`src/rtl/truth_table_sweeper.sv`:
```
// truth_table_sweeper
//
// Sweeps every input combination 0..2^N_INPUTS-1 into a combinational
// function-under-test. Each combination is held for SETTLE_CYCLES+1 cycles,
// then the function output is sampled into a truth table. The table is
// compared against a reference latched at start, and the result is reported.
//
// Handshake: start is a request that is accepted only in IDLE. An accepted
// start makes busy rise on the next cycle. done is a one-cycle pulse that
// marks completion. start is ignored while busy and during the done cycle.
//
// Ports:
//   clk         rising-edge clock
//   reset       synchronous, active-high reset
//   start       sweep request, accepted in IDLE only
//   expected    reference table, bit k = expected F for vector k
//   f_in        output F of the function-under-test
//   vec_out     registered input vector driven to the function-under-test
//   busy        high while vectors are being driven
//   done        one-cycle completion pulse
//   table_out   captured truth table, bit k = F sampled for vector k
//   fail        captured table differs from the latched reference
//   fail_index  lowest mismatching vector, 0 when fail=0
//   state_dbg   current FSM state (0=IDLE, 1=RUN, 2=DONE)
module truth_table_sweeper #(
  parameter int N_INPUTS      = 3,
  parameter int SETTLE_CYCLES = 1
) (
  input  logic                       clk,
  input  logic                       reset,
  input  logic                       start,
  input  logic [(1<<N_INPUTS)-1:0]   expected,
  input  logic                       f_in,
  output logic [N_INPUTS-1:0]        vec_out,
  output logic                       busy,
  output logic                       done,
  output logic [(1<<N_INPUTS)-1:0]   table_out,
  output logic                       fail,
  output logic [N_INPUTS-1:0]        fail_index,
  output logic [1:0]                 state_dbg
);

  localparam int                TW        = 1 << N_INPUTS;
  localparam logic [N_INPUTS-1:0] LAST_VEC = N_INPUTS'(TW - 1);
  localparam logic [3:0]        HOLD_LAST = 4'(SETTLE_CYCLES);

  typedef enum logic [1:0] {
    IDLE = 2'd0,
    RUN  = 2'd1,
    DONE = 2'd2
  } state_t;

  state_t              state;
  logic [3:0]          hold_cnt;
  logic [TW-1:0]       exp_r;

  // Table as it will look after the current vector's sample is written.
  // The comparison is taken from this so fail/fail_index are registered on
  // the same edge that captures the final bit, and stay cleared during RUN.
  logic [TW-1:0]       next_table;
  logic [TW-1:0]       diff;
  logic [N_INPUTS-1:0] first_diff;
  logic                hold_end;

  assign hold_end  = (hold_cnt == HOLD_LAST);
  assign state_dbg = state;

  always_comb begin
    next_table          = table_out;
    next_table[vec_out] = f_in;
    diff                = next_table ^ exp_r;
    first_diff          = '0;
    // Scan downwards so the lowest set bit wins.
    for (int i = TW - 1; i >= 0; i--) begin
      if (diff[i]) first_diff = N_INPUTS'(i);
    end
  end

  always_ff @(posedge clk) begin
    if (reset) begin
      state      <= IDLE;
      vec_out    <= '0;
      busy       <= 1'b0;
      done       <= 1'b0;
      table_out  <= '0;
      fail       <= 1'b0;
      fail_index <= '0;
      hold_cnt   <= '0;
      exp_r      <= '0;
    end else begin
      case (state)
        IDLE: begin
          done    <= 1'b0;
          busy    <= 1'b0;
          vec_out <= '0;
          if (start) begin
            state      <= RUN;
            busy       <= 1'b1;
            exp_r      <= expected;
            table_out  <= '0;
            fail       <= 1'b0;
            fail_index <= '0;
            hold_cnt   <= '0;
          end
        end

        RUN: begin
          if (hold_end) begin
            table_out <= next_table;
            hold_cnt  <= '0;
            if (vec_out == LAST_VEC) begin
              state      <= DONE;
              vec_out    <= '0;
              busy       <= 1'b0;
              done       <= 1'b1;
              fail       <= |diff;
              fail_index <= first_diff;
            end else begin
              vec_out <= vec_out + 1'b1;
            end
          end else begin
            hold_cnt <= hold_cnt + 4'd1;
          end
        end

        DONE: begin
          // Exactly one cycle; a start seen here is dropped.
          done    <= 1'b0;
          busy    <= 1'b0;
          vec_out <= '0;
          state   <= IDLE;
        end

        default: begin
          state   <= IDLE;
          done    <= 1'b0;
          busy    <= 1'b0;
          vec_out <= '0;
        end
      endcase
    end
  end

endmodule

```
`config.mk`:
```
export PLATFORM = sky130hd
export DESIGN_NAME = truth_table_sweeper
export DESIGN_NICKNAME = d
export VERILOG_FILES = /design/src/rtl/truth_table_sweeper.sv
export SDC_FILE = /design/constraint.sdc
export NUM_CORES = 1
export LEC_CHECK = 0
export ABC_AREA = 1
export CAP_MARGIN = 5
export CORE_MARGIN = 4
export CORE_UTILIZATION = 52
export DETAILED_ROUTE_END_ITERATION = 6
export GPL_TIMING_DRIVEN = 0
export HOLD_SLACK_MARGIN = 0.06
export PLACE_DENSITY = 0.79
export SLEW_MARGIN = 10
export SYNTH_ARGS = -nofsm -noshare
export SYNTH_HDL_FRONTEND = slang
export SYNTH_SLANG_ARGS = --single-unit
```
`constraint.sdc`:
```
create_clock -name clk -period 1.9 [get_ports clk]
set_input_delay 0.38 -clock clk [delete_from_list [all_inputs] [get_ports clk]]
set_output_delay 0.38 -clock clk [all_outputs]
set_load 0.05 [all_outputs]
```
* Word level (Yosys, flattened, before mapping)
Cells that the tools add are included.
** Word-level totals
- Memory bits (writable) :: 0
- Word-level logic and storage cells :: 67
- Register bits after elaboration :: 31
- Memories :: 0
- Input bits :: 12
- Latch bits :: 0
- ROM bits :: 0
** Operators by class
- Multipliers :: 0
- Equal/unequal tests :: 6
- Reductions and logical operators :: 12
- Shifts and indexed selects :: 0
- Add/sub/neg operators :: 2
- Bitwise gates (word level) :: 2
- Divide/modulo/power cells :: 0
- Mux-type cells :: 34
- Order comparisons :: 2
** Operators by type and width (number)
- 2-to-1 mux 3 bit :: 12
- 2-to-1 mux 8 bit :: 2
- one-hot mux 8 bit (2 select lines) :: 1
- bitwise mux 8 bit :: 1
- 2-to-1 mux 4 bit :: 2
- one-hot mux 4 bit (2 select lines) :: 1
- AND reduction 2 bit :: 4
- OR reduction 8 bit :: 1
- bitwise XOR 8 bit :: 1
- 2-to-1 mux 1 bit :: 7
- 2-to-1 mux 2 bit :: 3
- inequality test 2 bit, second input constant :: 3
- one-hot mux 3 bit (2 select lines) :: 1
- AND reduction 3 bit :: 2
- adder 4 x 1 -> 4 bit, second input constant :: 1
- == test 4 x 1 -> 1 bit, second input constant :: 1
- less-than comparator 3 x 4 -> 1 bit, second input constant :: 1
- one-hot mux 1 bit (2 select lines) :: 2
- one-hot mux 2 bit (2 select lines) :: 1
- AND reduction 4 bit :: 1
- adder 3 x 1 -> 3 bit, second input constant :: 1
- demux 1 bit (select 3 bit) :: 1
- == test 3 bit, second input constant :: 1
- greater-or-equal comparator 3 x 1 -> 1 bit, second input constant :: 1
- other kinds (6) :: 6

* Longest topological paths before layout
Gate-level depths: netlist of run 1.
- Depth in word-level cells :: 17
- Depth in mapped cells :: 14

* Worst setup path after synthesis of run 1
No wires, ideal clock.
- Path type :: register to register
- From :: register vec_out[1]
- To :: register fail
- Arrival :: 1.702 ns
- Required time :: 1.790 ns
- Stages on the path, launching flop included :: 11
- Setup slack :: 0.089 ns
- Path buffers :: 1
- Cell sequence :: dfxtp_1 buf_6 nand3_2 nand2_2 o21ai_2 xnor2_1 nand2_1 o21ai_1 nand3_1 nand2_1 inv_1
** Between the ends
- Longest elaborated chain between the ends :: 10
- Elaborated cells on any way between the ends :: 14
- Those cells by class :: 2 x order compare; 2 x eq/ne; 6 x mux; 1 x bitwise; 3 x reduce/logical
** RTL lines
- start: declaration :: RTL line 34 : output logic [N_INPUTS-1:0] vec_out,
- start signal: assignment :: RTL line 119 : vec_out <= vec_out + 1'b1;
- less-than comparator 3 x 4 -> 1 bit (not written as such) / greater-or-equal comparator 3 x 1 -> 1 bit (equally long branches) :: RTL line 70 : next_table[vec_out] = f_in;
- logical AND 1 bit (not written as such) :: RTL line 70
- 2-to-1 mux 1 bit (not written as such) :: RTL line 70
- demux 1 bit (select 3 bit) :: RTL line 70
- bitwise mux 8 bit :: RTL line 70
- bitwise XOR 8 bit :: RTL line 71 : diff = next_table ^ exp_r;
- OR reduction 8 bit :: RTL line 116 : fail <= |diff;
- 2-to-1 mux 1 bit :: RTL line 111 : if (vec_out == LAST_VEC) begin
- 2-to-1 mux 1 bit :: RTL line 108 : if (hold_end) begin
- one-hot mux 1 bit (2 select lines) :: RTL line 91 : case (state)
- end signal: assignment :: RTL line 116
- end: declaration :: RTL line 38 : output logic fail,
Several ways; a longest one is shown, not always the timed one. The select of a mux whose other input is x is not followed.
A chain may end at the register's enable or synchronous reset.

* Final worst setup path of run 1
- From :: register fail
- To :: output port fail
No word-level cell between the ends.

==> metrics.cfg, run 1 <==
[synth]
ys_seq_elements=31
ys_warn_count=0
seq_area_frac_synth=0.3677
synth_area_um2=1688
avgSynthCellArea_um2=7.275
syn_inst=232
synth_nets=248
yosysUniqueCellTypes=32

[critical_path]
cp-startpoint=fail
worst-path-buf-inv=1
r2r_end=table_out[4]
cp-endpoint=fail
start_kind=flip-flop
cp_data_required_time_ns=1.52
r2r_cells=9
critPathArrivalTime_ns=1.45
slowest_stage=clkdlybuf4s50_1
end_kind=output pin
slowest_delay_ns=0.80
crit_chain=clkdlybuf4s50_1
crit_fanout=2
crit_cells=1
reg2reg_from=hold_cnt[1]
critical_path_class=reg -> out
cp_top_family=buffers and inverters
rrSetupSlack_ns=0.23

[detailed_routing]
post_drt_wl_per_cell_um=11.89
ant_nets=0
drc=0
vias=1575
via_per_inst=5.064
drt_iter0_drc=125
firstDrtPassIters=4
wirelength_mm=3.697

[clock_network]
cts_tree=done
cts_hold_buf=0
clkSinkCount=31
clk_path_buf_depth=2
clock-root-buffer=clkbuf_4
clkLatencyLatePin_ns=0.33
path_clk_slew_ns=0.09
cts.htree.levels=2
post-cts-setup-buffers=0
cts_buffers=5

[global_route]
grt_pass1_wl_mm=6.141
grt_max_degree=11
grt_pass1_vias=1445
antenna_found_initial=0
grt_usage=0.1892
grt_overflow=0

[finish]
drive_above_1_share=0.1461
nets=284
diodes=0
design_area_um2=2078
nFillCells=309
final_cell_mix=53 x nand2_1, 31 x dfxtp_1, 25 x inv_1
area.growth.synth_to_final_pct=23.13
final_common_cell=nand2_1
final_util=0.6752

[timing]
worstMarginPinSlew_ns=0.5452
rsz0062_at_grt=no
holdWs_ns=0.4194
timing.final.crit_share=0.9648
period_minus_slack_ns=1.833
relSlewSlack=0.6352
fin_worst_skew_ns=0.01262
max_freq_ghz=0.5455
hold_violations=0
setup_violations=0
maxSlewViolCount=0

[pwr]
power.density_nw_per_um2=612.7
ir_drop_v=0.0004819
power_uw=1273
power.leakage_uw=0.001050

[die]
dieArea_um2=4221
core_um2=3078
placementRows=20
die_h_um=64.97
pin_count=31
fp.dieW_um=64.97
initial_core_util=0.5484

[place]
dp_hpwl_mm=2.805
port_buffers=29
dpl_cell_area_um2=2033
place_congestion=0.8373

[job]
maxCapViolCount=0

[outcome]
status=finished clean

[hold_path]
hold_path_class=in -> reg

## sequential cells by signal, indices dropped and copies added (netlist names)
signal      cells
busy            1
exp_r           8
state_dbg       2
hold_cnt        4
vec_out         3
fail_index      3
fail            1
done            1
table_out       8
## area by class of cell
cell class	instances	area, µm²	area share
Tap cell	44	55.05	0.02649
Buffer	6	45.04	0.02167
Sequential cell	31	620.6	0.2986
Inverter	32	127.6	0.06141
Clock buffer	6	41.29	0.01987
Timing Repair Buffer	29	294.0	0.1415
Multi-Input combinational cell	163	894.6	0.4305
## worst min path at each step
stage	startpoint	endpoint	slack, ns	cells past startpoint
6_report	reset	fail_index[2]	0.42	2
2_1_floorplan	exp_r[6]	exp_r[6]	0.44	2
4_1_cts	reset	fail_index[2]	0.40	2
3_3_place_gp	done	done	0.45	1
3_5_place_dp	busy	busy	0.46	1
5_1_grt	reset	fail_index[2]	0.43	2
## metrics by stage
| step | setup WS [ns] | TNS, ns | cells |
|---|---|---|---|
| CTS | 0.006839 | 0 | 311 |
| detailed placement | -0.2272 | -0.6642 | 305 |
| finish | 0.06694 | 0 | 311 |
| global placement | -0.2090 | -0.6397 | 305 |
| global route | 0.008419 | 0 | 311 |
| floorplan | 0.08859 | 0 | 232 |
## kinds of logic after synthesis
group,count (synthesis),synth area share
AO/OA/AOI/OAI,42,0.1445
XOR/XNOR,5,0.03484
adder cells (fa/ha/maj),4,0.02965
buffers and inverters,38,0.1023
flip-flops,31,0.3677
AND/OR/NAND/NOR,112,0.3210
## cell usage after synthesis
library cell   n  share of area
nand2_2        8          0.030
inv_8          1         0.0067
dfxtp_1       31           0.37
nor2_1        22          0.049
nor2_8         1          0.012
o21ai_1        1         0.0030
nand3_4        1          0.010
o21a_1         2         0.0089
buf_6          3          0.020
xor2_1         2          0.010
a21oi_1       19          0.056
o21ai_0       11          0.033
inv_2          6          0.013
inv_1         25          0.056
and2_1         1         0.0037
and2_4         1         0.0052
nand4_2        1         0.0074
nand3b_1       1         0.0044
clkbuf_1       3         0.0067
nand3_1       14          0.042
o22ai_1        1         0.0037
nand4_1        5          0.019
a211oi_1       2         0.0089
xnor2_1        1         0.0052
o21ai_2        4          0.021
nand3_2        2          0.012
xor2_2         2          0.019
nor2_2         1         0.0037
nor3_2         1         0.0059
nand2_1       53           0.12
ha_1           4          0.030
a21oi_2        2          0.010
## metal layers
metal / track usage / vias up / part of all wire
met3: 0.04333 / 7 / 0.057
li1: - / 815 / -
met4: 0.09235 / 0 / 0.017
met5: 0 / - / 0
met2: 0.3116 / 46 / 0.49
met1: 0.2305 / 707 / 0.44
## what timing repair did
item / CTS / global route
endpoints found under the setup margin: 11 / 7
resized for setup: 11 / 7
endpoints found under the hold margin: 0 / 0
## power breakdown
part           internal, µW  switching, µW  leakage, µW
clock                   131            213    0.0000242
sequential              672           17.4     0.000252
combinational          87.1            153     0.000774
total                   891            383      0.00105
(Power assumes the default switching activity.)
==> inputs of run 2 (changes only) <==
Settings changed: PLACE_DENSITY 0.79 to 0.84, SKIP_CTS_REPAIR_TIMING set to 1, SKIP_LAST_GASP set to 1.
==> metrics.cfg, run 2 (synthesis gave the netlist of run 1 again) <==
[critical_path]
rrSetupSlack_ns=0.26  ; +0.03 ns
reg2reg_from=hold_cnt[1]
slowest_stage=clkdlybuf4s50_1
cp_data_required_time_ns=1.52  ; about the same
start_kind=flip-flop
slowest_delay_ns=0.80  ; about the same
end_kind=output pin
r2r_end=table_out[1]
cp_top_family=buffers and inverters
worst-path-buf-inv=1  ; unchanged
critical_path_class=reg -> out
r2r_cells=9  ; unchanged
crit_fanout=2  ; unchanged
crit_chain=clkdlybuf4s50_1
critPathArrivalTime_ns=1.47  ; +0.02 ns

[detailed_routing]
post_drt_wl_per_cell_um=11.47  ; -3.5%
drc=0  ; unchanged
via_per_inst=4.871  ; -3.8%
vias=1515  ; -3.8%
drt_iter0_drc=79  ; -37%
firstDrtPassIters=4  ; unchanged
ant_nets=0  ; unchanged
wirelength_mm=3.566  ; -3.5%

[clock_network]
cts_tree=done
clkLatencyLatePin_ns=0.34  ; about the same
cts.htree.levels=2  ; unchanged
clock-root-buffer=clkbuf_4
clkSinkCount=31  ; unchanged
clk_path_buf_depth=2  ; unchanged
path_clk_slew_ns=0.09  ; about the same
cts_buffers=5  ; unchanged

[die]
placementRows=20  ; unchanged
dieArea_um2=4221  ; unchanged
fp.dieW_um=64.97  ; unchanged
core_um2=3078  ; unchanged
die_h_um=64.97  ; unchanged
initial_core_util=0.5484  ; unchanged
pin_count=31  ; unchanged

[pwr]
power.leakage_uw=0.001180  ; +12%
power.density_nw_per_um2=605.3  ; -1.2%
ir_drop_v=0.0004413  ; -8.4%
power_uw=1281  ; +0.64%

[finish]
drive_above_1_share=0.1461  ; unchanged
nFillCells=282  ; -8.7%
final_cell_mix=53 x nand2_1, 31 x dfxtp_1, 25 x inv_1
area.growth.synth_to_final_pct=25.43
nets=284  ; unchanged
final_util=0.6878  ; +0.01260
largestRegisters=exp_r x8, table_out x8, hold_cnt x4
diodes=0  ; unchanged
final_common_cell=nand2_1

[timing]
max_freq_ghz=0.5411  ; -0.81%
maxSlewViolCount=0  ; unchanged
worstMarginPinSlew_ns=0.5880  ; +0.04283 ns
rsz0062_at_grt=no
hold_violations=0  ; unchanged
fin_worst_skew_ns=0.01216  ; -0.0004612 ns
period_minus_slack_ns=1.848  ; +0.01499 ns
setup_violations=0  ; unchanged
relSlewSlack=0.6066  ; -0.02866
timing.final.crit_share=0.9727  ; +0.007887
timing.final.ws_setup_ns=0.05196  ; -0.01499 ns

[global_route]
grt_max_degree=11  ; unchanged
grt_pass1_wl_mm=6.141  ; unchanged
grt_pass1_vias=1386  ; -4.1%
antenna_found_initial=0  ; unchanged
grt_overflow=0  ; unchanged
grt_usage=0.1882  ; -0.001023

[outcome]
status=finished clean

[place]
place_congestion=0.8833  ; +5.5%
port_buffers=29  ; unchanged
dp_hpwl_mm=2.688  ; -4.2%
dp_slack_ns=-0.1920  ; +0.03515 ns

[hold_path]
hold_path_class=in -> reg
min_from=reset
hold_path_depth=2  ; unchanged
hold_path_end=table_out[2]

[job]
maxCapViolCount=0  ; unchanged

-- run 2: changes by cell type in the layout (fill, tap and decap cells not counted), sizes merged --
| cell | delta |
|---|---|
| dlygate4sd2 | -11 |
| dlymetal6s2s | +10 |
| clkdlybuf4s50 | +1 |
-- run 2: cell type report --
cell class / count / area, µm² / area share
tap: 44 / 55.05 / 0.02600
multi-input combinational: 163 / 894.6 / 0.4226
inverter: 32 / 127.6 / 0.06028
buffer: 6 / 45.04 / 0.02128
sequential: 31 / 620.6 / 0.2931
clock buffer: 6 / 41.29 / 0.01950
timing repair buffer: 29 / 332.8 / 0.1572
-- run 2: metal layers --
metal / track usage / vias up / share of wire
met4: 0.05013 / 0 / 0.0095
met2: 0.2989 / 33 / 0.46
met3: 0.06759 / 5 / 0.068
met5: 0 / - / 0
met1: 0.2404 / 659 / 0.46
li1: - / 818 / -
-- run 2: worst max-delay path by stage --
stage | from | end | slack [ns] | cells after the start
floorplan | vec_out[1] | fail | 0.09 | 10
global placement | f_in | fail | -0.22 | 9
detailed placement | f_in | fail | -0.19 | 9
CTS | vec_out[2] | vec_out[2] | -0.10 | 1
global route | fail_index[2] | fail_index[2] | 0.003 | 1
finish | fail_index[2] | fail_index[2] | 0.05 | 1
-- run 2: power breakdown --
part           switching (µW)  internal [µW]  leakage [µW]
Sequential               17.7            672      0.000252
Combinational             153           88.9      0.000904
Clock                     218            131     0.0000242
Total                     389            892       0.00118
-- run 2: through the flow --
stage | setup TNS (ns) | hold slack, ns | instances | area [µm²]
2_1_floorplan | 0 | 0.4448 | 232 | 1688
3_3_place_gp | -0.6200 | 0.4539 | 305 | 2033
3_5_place_dp | -0.5435 | 0.4597 | 305 | 2033
4_1_cts | -0.2424 | 0.4038 | 311 | 2074
5_1_grt | 0 | 0.4174 | 311 | 2117
6_report | 0 | 0.4063 | 311 | 2117
==> inputs of run 3 (changes only) <==
Settings changed: GPL_TIMING_DRIVEN 0 to not set.
==> metrics.cfg, run 3 (synthesis gave the netlist of run 1 again) <==
[outcome]
status=finished clean

[detailed_routing]
wirelength_mm=3.744  ; +5.0%
via_per_inst=4.899  ; +0.57%
drc=0  ; unchanged
ant_nets=0  ; unchanged
post_drt_wl_per_cell_um=11.77  ; +2.7%
firstDrtPassIters=4  ; unchanged
vias=1558  ; +2.8%
drt_iter0_drc=102  ; +29%

[finish]
nFillCells=263  ; -6.7%
multi_input_area_um2=894.6  ; unchanged
drive_above_1_share=0.2190  ; +0.07291
largestRegisters=exp_r x8, table_out x8, hold_cnt x4
diodes=0  ; unchanged
instances_no_fill=318  ; +2.3%
regArea_um2=623.1  ; +0.40%
area.growth.synth_to_final_pct=28.98
final_common_cell=nand2_1
nets=289  ; +1.8%
final_cell_mix=53 x nand2_1, 29 x dfxtp_1, 25 x inv_1

[clock_network]
path_clk_slew_ns=0.09  ; about the same
clk_path_buf_depth=2  ; unchanged
cts.htree.levels=2  ; unchanged
cts_tree=done
clock-root-buffer=clkbuf_4
cts_buffers=5  ; unchanged
clkLatencyLatePin_ns=0.33  ; about the same
clkSinkCount=31  ; unchanged

[pwr]
power_uw=1391  ; +8.5%
power.leakage_uw=0.001094  ; -7.3%
power.density_nw_per_um2=638.9  ; +5.5%
ir_drop_v=0.0004434  ; +0.47%

[die]
placementRows=20  ; unchanged
pin_count=31  ; unchanged
core_um2=3078  ; unchanged
die_h_um=64.97  ; unchanged
dieArea_um2=4221  ; unchanged
fp.dieW_um=64.97  ; unchanged
initial_core_util=0.5484  ; unchanged

[timing]
rsz0062_at_grt=no
fin_worst_skew_ns=0.007195  ; -0.004967 ns
maxSlewViolCount=0  ; unchanged
holdWs_ns=0.4748  ; +0.06852 ns
setup_violations=0  ; unchanged
hold_violations=0  ; unchanged
timing.final.crit_share=0.9700  ; -0.002684
worstMarginPinSlew_ns=0.5050  ; -0.08296 ns
setup_tns_ns=0  ; unchanged
period_minus_slack_ns=1.843  ; -0.005099 ns
relSlewSlack=0.6628  ; +0.05620
max_freq_ghz=0.5426  ; +0.28%

[place]
place_congestion=0.9008  ; +2.0%
dp_hpwl_mm=2.916  ; +8.5%
placed_cells=310  ; +1.6%
port_buffers=30  ; +3.4%

[critical_path]
slowest_delay_ns=0.80  ; about the same
critPathArrivalTime_ns=1.46  ; about the same
critical_path_class=reg -> out
crit_fanout=2  ; unchanged
crit_chain=clkdlybuf4s50_1
cp_top_family=buffers and inverters
end_kind=output pin
start_kind=flip-flop
cp_data_required_time_ns=1.52  ; about the same
slowest_stage=clkdlybuf4s50_1
worst-path-buf-inv=1  ; unchanged

[global_route]
grt_pass1_wl_mm=6.527  ; +6.3%
antenna_found_initial=0  ; unchanged
grt_overflow=0  ; unchanged
grt_usage=0.1999  ; +0.01172
grt_pass1_vias=1518  ; +9.5%
grt_max_degree=13  ; +2

[job]
maxCapViolCount=0  ; unchanged

[hold_path]
hold_path_class=reg -> reg

[run 3: changes by cell type in the layout (fill, tap and decap cells not counted), sizes merged]
cell,change
clkbuf,-1
buf,+17
dlymetal6s2s,-9
[run 3: routing by layer]
layer,wire [µm],share of wire,vias to the layer above,global-route usage
met1,1695,0.45,695,0.2471
met4,40,0.011,0,0.06332
li1,-,-,825,-
met2,1822,0.49,33,0.3410
met3,185,0.049,5,0.04679
met5,0,0,-,0
[run 3: worst paths after layout]
| kind | slack (ns) | start | to | cells after the start |
|---|---|---|---|---|
| worst max-delay path | 0.06 | fail | fail | 1 |
| worst min-delay path | 0.47 | fail_index[0] | fail_index[0] | 2 |
| worst max register to register | 0.22 | vec_out[1] | fail | 10 |
| worst min register to register | 0.47 | fail_index[0] | fail_index[0] | 2 |
[run 3: report_power, final]
part / internal [µW] / switching (µW) / total (µW)
registers: 672 / 19.5 / 692
clock network: 218 / 224 / 442
logic: 101 / 156 / 257
[run 3: metrics by stage]
stage                     setup WS, ns  utilization  cell area, µm²
after floorplan                0.08859            -            1688
after global placement        -0.02060       0.6776            2086
after detailed placement      -0.07481       0.6776            2086
after CTS                     0.007452       0.7000            2155
after global routing           0.01886       0.7073            2177
final                          0.05705       0.7073            2177
[run 3: final cells by class]
| class | instances | area share |
|---|---|---|
| Sequential cell | 31 | 0.2862 |
| Inverter | 32 | 0.05862 |
| Timing Repair Buffer | 40 | 0.1874 |
| Tap cell | 44 | 0.02529 |
| Multi-Input combinational cell | 163 | 0.4109 |
| Clock buffer | 8 | 0.03161 |
